===== src/rtl/cache_store_align_buffer.sv =====
// Store alignment buffer: shifts byte/half/word stores onto cache byte lanes,
// builds byte enables, optionally merges same-word stores, and queues them for the cache.

package cache_store_align_buffer_pkg;
    typedef enum logic [1:0] {
        CACHE_ACCESS_SIZE_BYTE = 2'b00,
        CACHE_ACCESS_SIZE_HALF = 2'b01,
        CACHE_ACCESS_SIZE_WORD = 2'b10
    } cache_access_size_t;
endpackage

module cache_store_align_buffer
    import cache_store_align_buffer_pkg::*;
#(
    parameter int WORD_SIZE = 32,
    parameter int ADDR_SIZE = 32,
    parameter int DEPTH     = 4,
    parameter bit COALESCE  = 1'b1
) (
    input  logic                       clk_i,
    input  logic                       reset_i,
    input  logic                       in_valid_i,
    output logic                       in_ready_o,
    input  logic [ADDR_SIZE-1:0]       in_addr_i,
    input  logic [WORD_SIZE-1:0]       in_data_i,
    input  cache_access_size_t         in_size_i,
    output logic                       out_valid_o,
    input  logic                       out_ready_i,
    output logic [ADDR_SIZE-1:0]       out_addr_o,
    output logic [WORD_SIZE-1:0]       out_data_o,
    output logic [WORD_SIZE/8-1:0]     out_byte_en_o,
    output logic                       misaligned_o,
    output logic [$clog2(DEPTH):0]     count_o,
    output logic                       empty_o
);

    localparam int OFFSET_SIZE = $clog2(WORD_SIZE/8);
    localparam int BE_SIZE     = WORD_SIZE/8;
    localparam int PTR_W       = $clog2(DEPTH);
    localparam int CNT_W       = PTR_W + 1;

    logic [ADDR_SIZE-1:0]   r_addr [DEPTH];
    logic [WORD_SIZE-1:0]   r_data [DEPTH];
    logic [BE_SIZE-1:0]     r_be   [DEPTH];
    logic [PTR_W-1:0]       r_wptr;
    logic [PTR_W-1:0]       r_rptr;
    logic [CNT_W-1:0]       r_count;
    logic                   r_misaligned;

    logic [OFFSET_SIZE-1:0] w_off;
    logic [WORD_SIZE-1:0]   w_align_data;
    logic [BE_SIZE-1:0]     w_align_be;
    logic                   w_misaligned;
    logic [ADDR_SIZE-1:0]   w_word_addr;
    logic [PTR_W-1:0]       w_tail;
    logic                   w_accept;
    logic                   w_pop;
    logic                   w_coalesce;
    logic                   w_push;
    logic                   w_merge;

    assign w_off       = in_addr_i[OFFSET_SIZE-1:0];
    assign w_word_addr = {in_addr_i[ADDR_SIZE-1:OFFSET_SIZE], {OFFSET_SIZE{1'b0}}};

    always_comb begin
        w_align_data = '0;
        w_align_be   = '0;
        w_misaligned = 1'b0;
        case (in_size_i)
            CACHE_ACCESS_SIZE_BYTE: begin
                w_align_data = WORD_SIZE'(in_data_i[7:0]) << {w_off, 3'b000};
                w_align_be   = BE_SIZE'(1) << w_off;
            end
            CACHE_ACCESS_SIZE_HALF: begin
                if (w_off[0]) begin
                    w_misaligned = 1'b1;
                end else begin
                    w_align_data = WORD_SIZE'(in_data_i[15:0]) << {w_off[1], 4'b0000};
                    w_align_be   = BE_SIZE'(2'b11) << {w_off[1], 1'b0};
                end
            end
            CACHE_ACCESS_SIZE_WORD: begin
                if (w_off != '0) begin
                    w_misaligned = 1'b1;
                end else begin
                    w_align_data = in_data_i;
                    w_align_be   = '1;
                end
            end
            default: w_misaligned = 1'b1;
        endcase
    end

    assign empty_o       = (r_count == '0);
    assign out_valid_o   = !empty_o;
    assign in_ready_o    = (r_count != CNT_W'(DEPTH));
    assign count_o       = r_count;
    assign misaligned_o  = r_misaligned;
    assign out_addr_o    = r_addr[r_rptr];
    assign out_data_o    = r_data[r_rptr];
    assign out_byte_en_o = r_be[r_rptr];

    assign w_tail   = r_wptr - PTR_W'(1);
    assign w_accept = in_valid_i && in_ready_o;
    assign w_pop    = out_valid_o && out_ready_i;

    // A lone head that is leaving this cycle cannot absorb a merge; the store becomes a new entry.
    assign w_coalesce = COALESCE && (r_count != '0) && (r_addr[w_tail] == w_word_addr) &&
                        !((r_count == CNT_W'(1)) && w_pop);
    assign w_push  = !reset_i && w_accept && !w_misaligned && !w_coalesce;
    assign w_merge = !reset_i && w_accept && !w_misaligned && w_coalesce;

    always_ff @(posedge clk_i) begin
        if (reset_i) begin
            r_wptr       <= '0;
            r_rptr       <= '0;
            r_count      <= '0;
            r_misaligned <= 1'b0;
        end else begin
            r_misaligned <= w_accept && w_misaligned;
            if (w_push) begin
                r_wptr <= r_wptr + PTR_W'(1);
            end
            if (w_pop) begin
                r_rptr <= r_rptr + PTR_W'(1);
            end
            if (w_push && !w_pop) begin
                r_count <= r_count + CNT_W'(1);
            end else if (!w_push && w_pop) begin
                r_count <= r_count - CNT_W'(1);
            end
        end
    end

    // Entry storage is left unreset; only pointers and occupancy define validity.
    always_ff @(posedge clk_i) begin
        if (w_push) begin
            r_addr[r_wptr] <= w_word_addr;
            r_data[r_wptr] <= w_align_data;
            r_be[r_wptr]   <= w_align_be;
        end else if (w_merge) begin
            for (int i = 0; i < BE_SIZE; i++) begin
                if (w_align_be[i]) begin
                    r_data[w_tail][8*i +: 8] <= w_align_data[8*i +: 8];
                end
            end
            r_be[w_tail] <= r_be[w_tail] | w_align_be;
        end
    end

endmodule


===== config.mk =====
export PLATFORM = sky130hd
export DESIGN_NAME = cache_store_align_buffer
export DESIGN_NICKNAME = d
export VERILOG_FILES = /design/src/rtl/cache_store_align_buffer.sv
export SDC_FILE = /design/constraint.sdc
export NUM_CORES = 1
export LEC_CHECK = 0
export ABC_CLOCK_PERIOD_IN_PS = 5400
export CORE_ASPECT_RATIO = 1.1
export CORE_UTILIZATION = 55
export DETAILED_ROUTE_END_ITERATION = 8
export PLACE_DENSITY = 0.82
export REMOVE_ABC_BUFFERS = 1
export SLEW_MARGIN = 20
export SYNTH_ARGS = -nofsm -noshare
export SYNTH_HDL_FRONTEND = slang
export SYNTH_SLANG_ARGS = --single-unit

===== constraint.sdc =====
create_clock -name clk_i -period 5.4 [get_ports clk_i]
set_input_delay 0.54 -clock clk_i [delete_from_list [all_inputs] [get_ports clk_i]]
set_output_delay 0.54 -clock clk_i [all_outputs]
set_load 0.05 [all_outputs]

Word-level counts from Yosys, hierarchy flattened
Memories as Yosys holds them, arrays and structs flattened. A register that Yosys moved wholly into a read port is not among the register bits.
Cells that the tools add are included.

storage, ports and cells
  memories kept = 3
  input bits = 70
  latch bits = 0
  output and inout bits = 75
  bits in writable memories = 264
  register bits = 8
  memory bits (read-only) = 0

memories
  name    depth  bits a word  read ports  clocked after memory_dff  wr ports  line  RTL
  r_data  4      32           1           1                         1         43    logic [WORD_SIZE-1:0] r_data [DEPTH];
  r_addr  4      30           2           1                         1         42    logic [ADDR_SIZE-1:0] r_addr [DEPTH];
  r_be    4      4            2           1                         1         44    logic [BE_SIZE-1:0] r_be [DEPTH];

operators by class
  divide/modulo/power cells = 0
  muxes and demuxes = 44
  $mul = 0
  magnitude comparators = 0
  bitwise logic cells = 1
  equal/unequal tests = 5
  shift-type cells = 4
  reduce and logical (&&, ||, !) cells = 26
  add/sub/neg operators = 5

operator list
  cell                   number
  $mux W32               3
  $pmux W32 S3           1
  $eq A32 B32 Y1         1
  $reduce_or A32 Y1      1
  $shl A16 B5 Y32        1
  $shl A8 B5 Y32         1
  $mux W1                24
  $mux W2                8
  $mux W4                4
  $logic_and A1 B1 Y1    12
  $pmux W4 S3            1
  $logic_not A1 Y1       7
  $mux W3                2
  $add A2 B1 Y2 const B  2
  $or A4 B4 Y4           1
  $reduce_bool A2 Y1     2
  $reduce_or A4 Y1       1
  $shl A1 B2 Y4 const A  1
  $shl A2 B2 Y4 const A  1
  $add A3 B1 Y3 const B  1
  $eq A3 B1 Y1 const B   1
  $logic_not A3 Y1       1
  $ne A3 B3 Y1 const B   1
  $pmux W1 S3            1
  other kinds (6)        6

Depth between registers and ports, before layout
  depth after elaboration = 12
  mapped depth = 21

Worst setup path before layout
Ideal clock, no wire load.

  path type = reg-to-reg
  start point = register r_wptr[0]
  end point = memory r_data[0][0], enable pin
  path slack = 1.206 ns
  library setup time = 0.376 ns
  clock period less this slack = 4.194 ns
  cell stages (with the launch flop) = 17
  required time = 5.024 ns
  path buffers = 8
  data arrival time = 3.817 ns
  path through = dfxtp_1 > buf_6 > buf_6 > buf_6 > buf_4 > inv_1 > ha_1 > buf_2 > clkbuf_1 > mux4_2 > xnor2_1 > nand4_1 > nor3_1 > and4_1 > buf_4 > buf_8 > mux2i_1

on the way
  cells in the longest elaborated chain, start to end = 11
  elaborated cells on any way between the ends = 25

RTL lines
  what                                                     line      RTL
  from (decl)                                              45        logic [PTR_W-1:0] r_wptr;
  from (signal assigned)                                   122       r_wptr <= r_wptr + PTR_W'(1);
  $sub A2 B1 Y2 (*)                                        103       assign w_tail = r_wptr - PTR_W'(1);
  named net w_tail[0]                                      55        logic [PTR_W-1:0] w_tail;
  $mem_v2 Z4 W30                                           n/a
  $eq A32 B32 Y1                                           108       assign w_coalesce = COALESCE && (r_count != '0) && (r_addr[w_tail] == w_word_addr) &&
  $logic_and A1 B1 Y1 (2 in series)                        108
  $logic_and A1 B1 Y1 or $logic_not A1 Y1 (tied branches)  111, 110
  $mux W1 or $logic_and A1 B1 Y1 (tied branches)           141, 110
  $mux W1                                                  137       if (w_push) begin
  $mux W1 (implied by the code)                            144       r_data[w_tail][8*i +: 8] <= w_align_data[8*i +: 8];
  $reduce_or A32 Y1 (no line)                              n/a
  $mux W2 (no line) or $mux W4 (tied branches)             n/a
  to (decl)                                                43

The timed path passes the listed nets; every way through them passes the cells marked *.

Worst setup path after layout
  start point = register r_wptr[1]
  end point = memory r_data[0][19], enable pin

on the way
  cells in the longest elaborated chain, start to end = 11
  elaborated cells on any way between the ends = 25

RTL lines
  what                                                     line
  $sub A2 B1 Y2                                            103
  $mem_v2 Z4 W30                                           n/a
  $eq A32 B32 Y1                                           108
  $logic_and A1 B1 Y1 (2 in series)                        108
  $logic_and A1 B1 Y1 or $logic_not A1 Y1 (tied branches)  111, 110
  $mux W1 or $logic_and A1 B1 Y1 (tied branches)           141, 110
  $mux W1                                                  137
  $mux W1 (implied by the code)                            144
  $reduce_or A32 Y1 (no line)                              n/a
  $mux W2 (no line) or $mux W4 (tied branches)             n/a

Parallel ways exist; a longest one is shown, timed or not.

==> results list <==
- Cell type contributing the most total cell area after synthesis: sky130_fd_sc_hd__edfxtp_1
- Dividing the synthesized area by the synthesized cell count gives ~18 um2.
- Post-cts resize count: 0
* Total power density per cell area: around 440 nW/um2
* Total DRC errors in the routed layout: 0
* Final clock period utilization by the worst path: 0.855
- CP peak stage delay: between 800 and 900 ps
- Max Buffers Root-to-Sink: 3
- Number of I/O port buffers: around 140
- Cells traversed along the worst timing path: inv_1 -> ha_2 -> buf_4 -> mux4_2 -> xnor2_1 -> nand4_1 -> nor3_1 -> and4_1 -> buf_4 -> mux2i_1
- The run finished with clean final reports.
- Final-layout worst hold slack: around 530 ps
- Nets@finish: ~900
* Setup violation total in the final timing report: 0
* Top cells by area, synth: sky130_fd_sc_hd__edfxtp_1 (64%), sky130_fd_sc_hd__mux4_2 (17%), sky130_fd_sc_hd__mux2i_1 (3.0%)
- Combined global-route utilization of all metal layers: 0.238
* Routability congestion estimate: between 0.8 and 0.9
- Floorplan die height: ~160 um
- Leakage power: between 4 and 5 nW
* Final slew viol count: 0
- Cells after Synth: between 600 and 700
- Number of top-level pins: ~150
- Counting the fill cells in the layout gives between 1000 and 1500.
* Leading post-synthesis cells by instance count: sky130_fd_sc_hd__edfxtp_1 (264), sky130_fd_sc_hd__mux4_2 (91), sky130_fd_sc_hd__mux2i_1 (37)
- Relative to the synthesized area, the layout overhead comes to 20.9%.
- Time the worst path needs with I/O delays and setup: 4620 ps
- Detailed routing placed a total of around 2.2 mm of wire on met3.
- Total wire length: 26.8 mm
* Crit Path Class: reg2reg
- Number of enable-type register cells in the synthesized netlist: around 260
* Post-CTS setup buffer count: 0
- The highest layer touched by signal routing is met4.
- Die width: approximately 140 um
* Critical Path Fanout Max: 23
- Worst endpoint data arrival time: between 4000 and 5000 ps
- Path depth of the worst reg2reg path: 10
- Crit. End Element: register
* Slew of the pin with the lowest slew margin: about 1000 ps
- Total core area: 22000 um2
* Fraction of post-synthesis cell area in the top cell type by area: 0.645
* Sum of met2 wire segment lengths after detailed routing: ~14 mm
- CP Data Required Time: roughly 5500 ps
* Max-capacitance violation count: 0
* Wire length of the first global-routing pass: 41.0 mm
- Clock slew at reported path FFs: around 60 ps
- IR analysis of the VDD net gives a maximum drop of between 0.3 and 0.4 mV.
- Remaining antenna violation count: 0
* Final Hold Vio Count: 0
- Headroom to the max-slew limit came out at 0.283.
* CTS sink count: roughly 270
- Once layout is done, the placed cells without fillers occupy about 15000 um2.
- Largest net degree at the start of global routing: 60
* Most numerous cell in the Yosys netlist: sky130_fd_sc_hd__edfxtp_1
- Post-synthesis async set-or-reset flop share: 0
- The design draws ~0.0065 W.
* H-tree depth: 1
- For the worst-skew pair, the clock arrives at the later sink with an insertion delay of 520 ps.
- Quantity of hold-fixing buffers added after cts: 0
- The sequential cells in the finished layout cover a total of 8140 um2.
* Worst hold path cell count: 2
* CTS tree: done
- Met1 wire length: 10.4 mm
- Summing all multi-input logic gate instances after layout gives about 3900 um2.
- Routed length per instance: 23.8 um
* Initial DRT Pass Iterations: 5
- For this run, the register share of the synthesized area comes to 0.661.
* Number of warnings reported in the yosys synthesis log: 0
- The floorplan step defined a die boundary enclosing approximately 23000 um2.
- Via count of the first global-routing pass: between 7000 and 8000
- The number of clock buffers added by TritonCTS is 27.
- Counting flops and latches in the post-synthesis netlist gives between 200 and 300.
- At the end of the flow the core is filled with cells to 0.675.
- Ratio of routed vias to standard cells: about 6.2
- In this run the clock root is driven by a sky130_fd_sc_hd__clkbuf_16.
* Netlist area before placement: 12300 um2
- Number of DRC markers in iteration 0: approximately 620
- Among all flip-flop cells after synthesis, the most frequent one is sky130_fd_sc_hd__edfxtp_1.
* Fraction of final layout cells sized beyond drive strength 1: 0.194
- HPWL reported at the end of detailed placement: between 15 and 20 mm
- For this configuration, the core starts out at a cell density of 0.558.
* Number of vias in the routed layout: ~7000
- Counting distinct cell types in the post-synthesis netlist gives 56.
* Row cnt: 57
- Hold WC Path Type: reg2reg
- Number of antenna violations at the first check in global routing: 0
* Area post-placement: around 14000 um2
- Clock skew on the completed layout was measured at around 8.6 ps.
- The worst setup path is launched from a register.
- The total overflow left after global routing is 0.
* Setup repair after global routing missed its margin: false
- Most numerous cell on the critical path: sky130_fd_sc_hd__buf_4
* Setup total negative slack: 0 ps
* Maximum achievable frequency: 217 MHz
- On the critical path, the stage with the largest delay is an instance of sky130_fd_sc_hd__mux2i_1.
- 0 antenna diodes ended up in the layout.
## cells by family after synthesis
logic type,count (synthesis),share of synthesized area
buffers and inverters,60,0.0250
AO/OA/AOI/OAI,61,0.0396
multiplexers,132,0.201
XOR/XNOR,30,0.0214
adder cells (fa/ha/maj),9,0.00916
other,1,0.000305
flip-flops,274,0.661
AND/OR/NAND/NOR,100,0.0429
## worst max-delay path, delay by kind of cell (launching register included)
family                   cells  cell delay, ps
multiplexers                 2            1180
AND/OR/NAND/NOR              3             910
buffers and inverters        3             790
adder cells (fa/ha/maj)      1             760
flip-flops                   1             430
XOR/XNOR                     1             160
## power by group
part	leakage, nW	internal [W]	switching (W)
combinational	1.80	0.000857	0.00125
sequential	2.49	0.00241	0.000156
clock	0.440	0.00107	0.000751
total	4.73	0.00434	0.00216
## cell type report
cell class | count | share of cell area
clock buffers | 33 | 0.0503
well taps | 295 | 0.0248
repair buffers | 157 | 0.103
clock inverters | 16 | 0.00884
multi-input cells | 334 | 0.261
inverters | 18 | 0.00455
flip-flops and latches | 274 | 0.548
## worst paths after layout
check | from | to | slack, ps
max | r_wptr[1] | r_data[0][19] | 780
min | r_rptr[0] | r_rptr[0] | 530
max reg2reg | r_wptr[1] | r_data[0][19] | 780
min reg2reg | r_rptr[0] | r_rptr[0] | 530
## flip-flops by register name (all words and copies together) (netlist names), named ones only
signal / count
misaligned_o: 1
r_rptr: 2
r_be: 16
count_o: 3
r_addr: 120
r_wptr: 2
r_data: 128
## per-layer routing
metal	GRT usage	vias up
li1	-	3039
met5	0	-
met4	0.0617	0
met2	0.400	345
met1	0.318	3557
met3	0.0495	40
## through the flow
stage | setup slack (ps) | std cells
after floorplan | -1140 | 626
after global placement | 1120 | 1078
after detailed placement | 865 | 1078
after CTS | 827 | 1127
after global routing | 526 | 1127
final | 782 | 1127
## cells in the final DEF (no fill, tap or decap), types with 18 or more instances in the layout
master	n
sky130_fd_sc_hd__xnor2_1	23
sky130_fd_sc_hd__clkbuf_16	27
sky130_fd_sc_hd__mux2i_1	37
sky130_fd_sc_hd__mux4_2	91
sky130_fd_sc_hd__clkdlybuf4s50_1	142
sky130_fd_sc_hd__edfxtp_1	264
sky130_fd_sc_hd__inv_1	18
sky130_fd_sc_hd__nor2_1	24
Note: power is estimated with default switching activity, not from simulation.
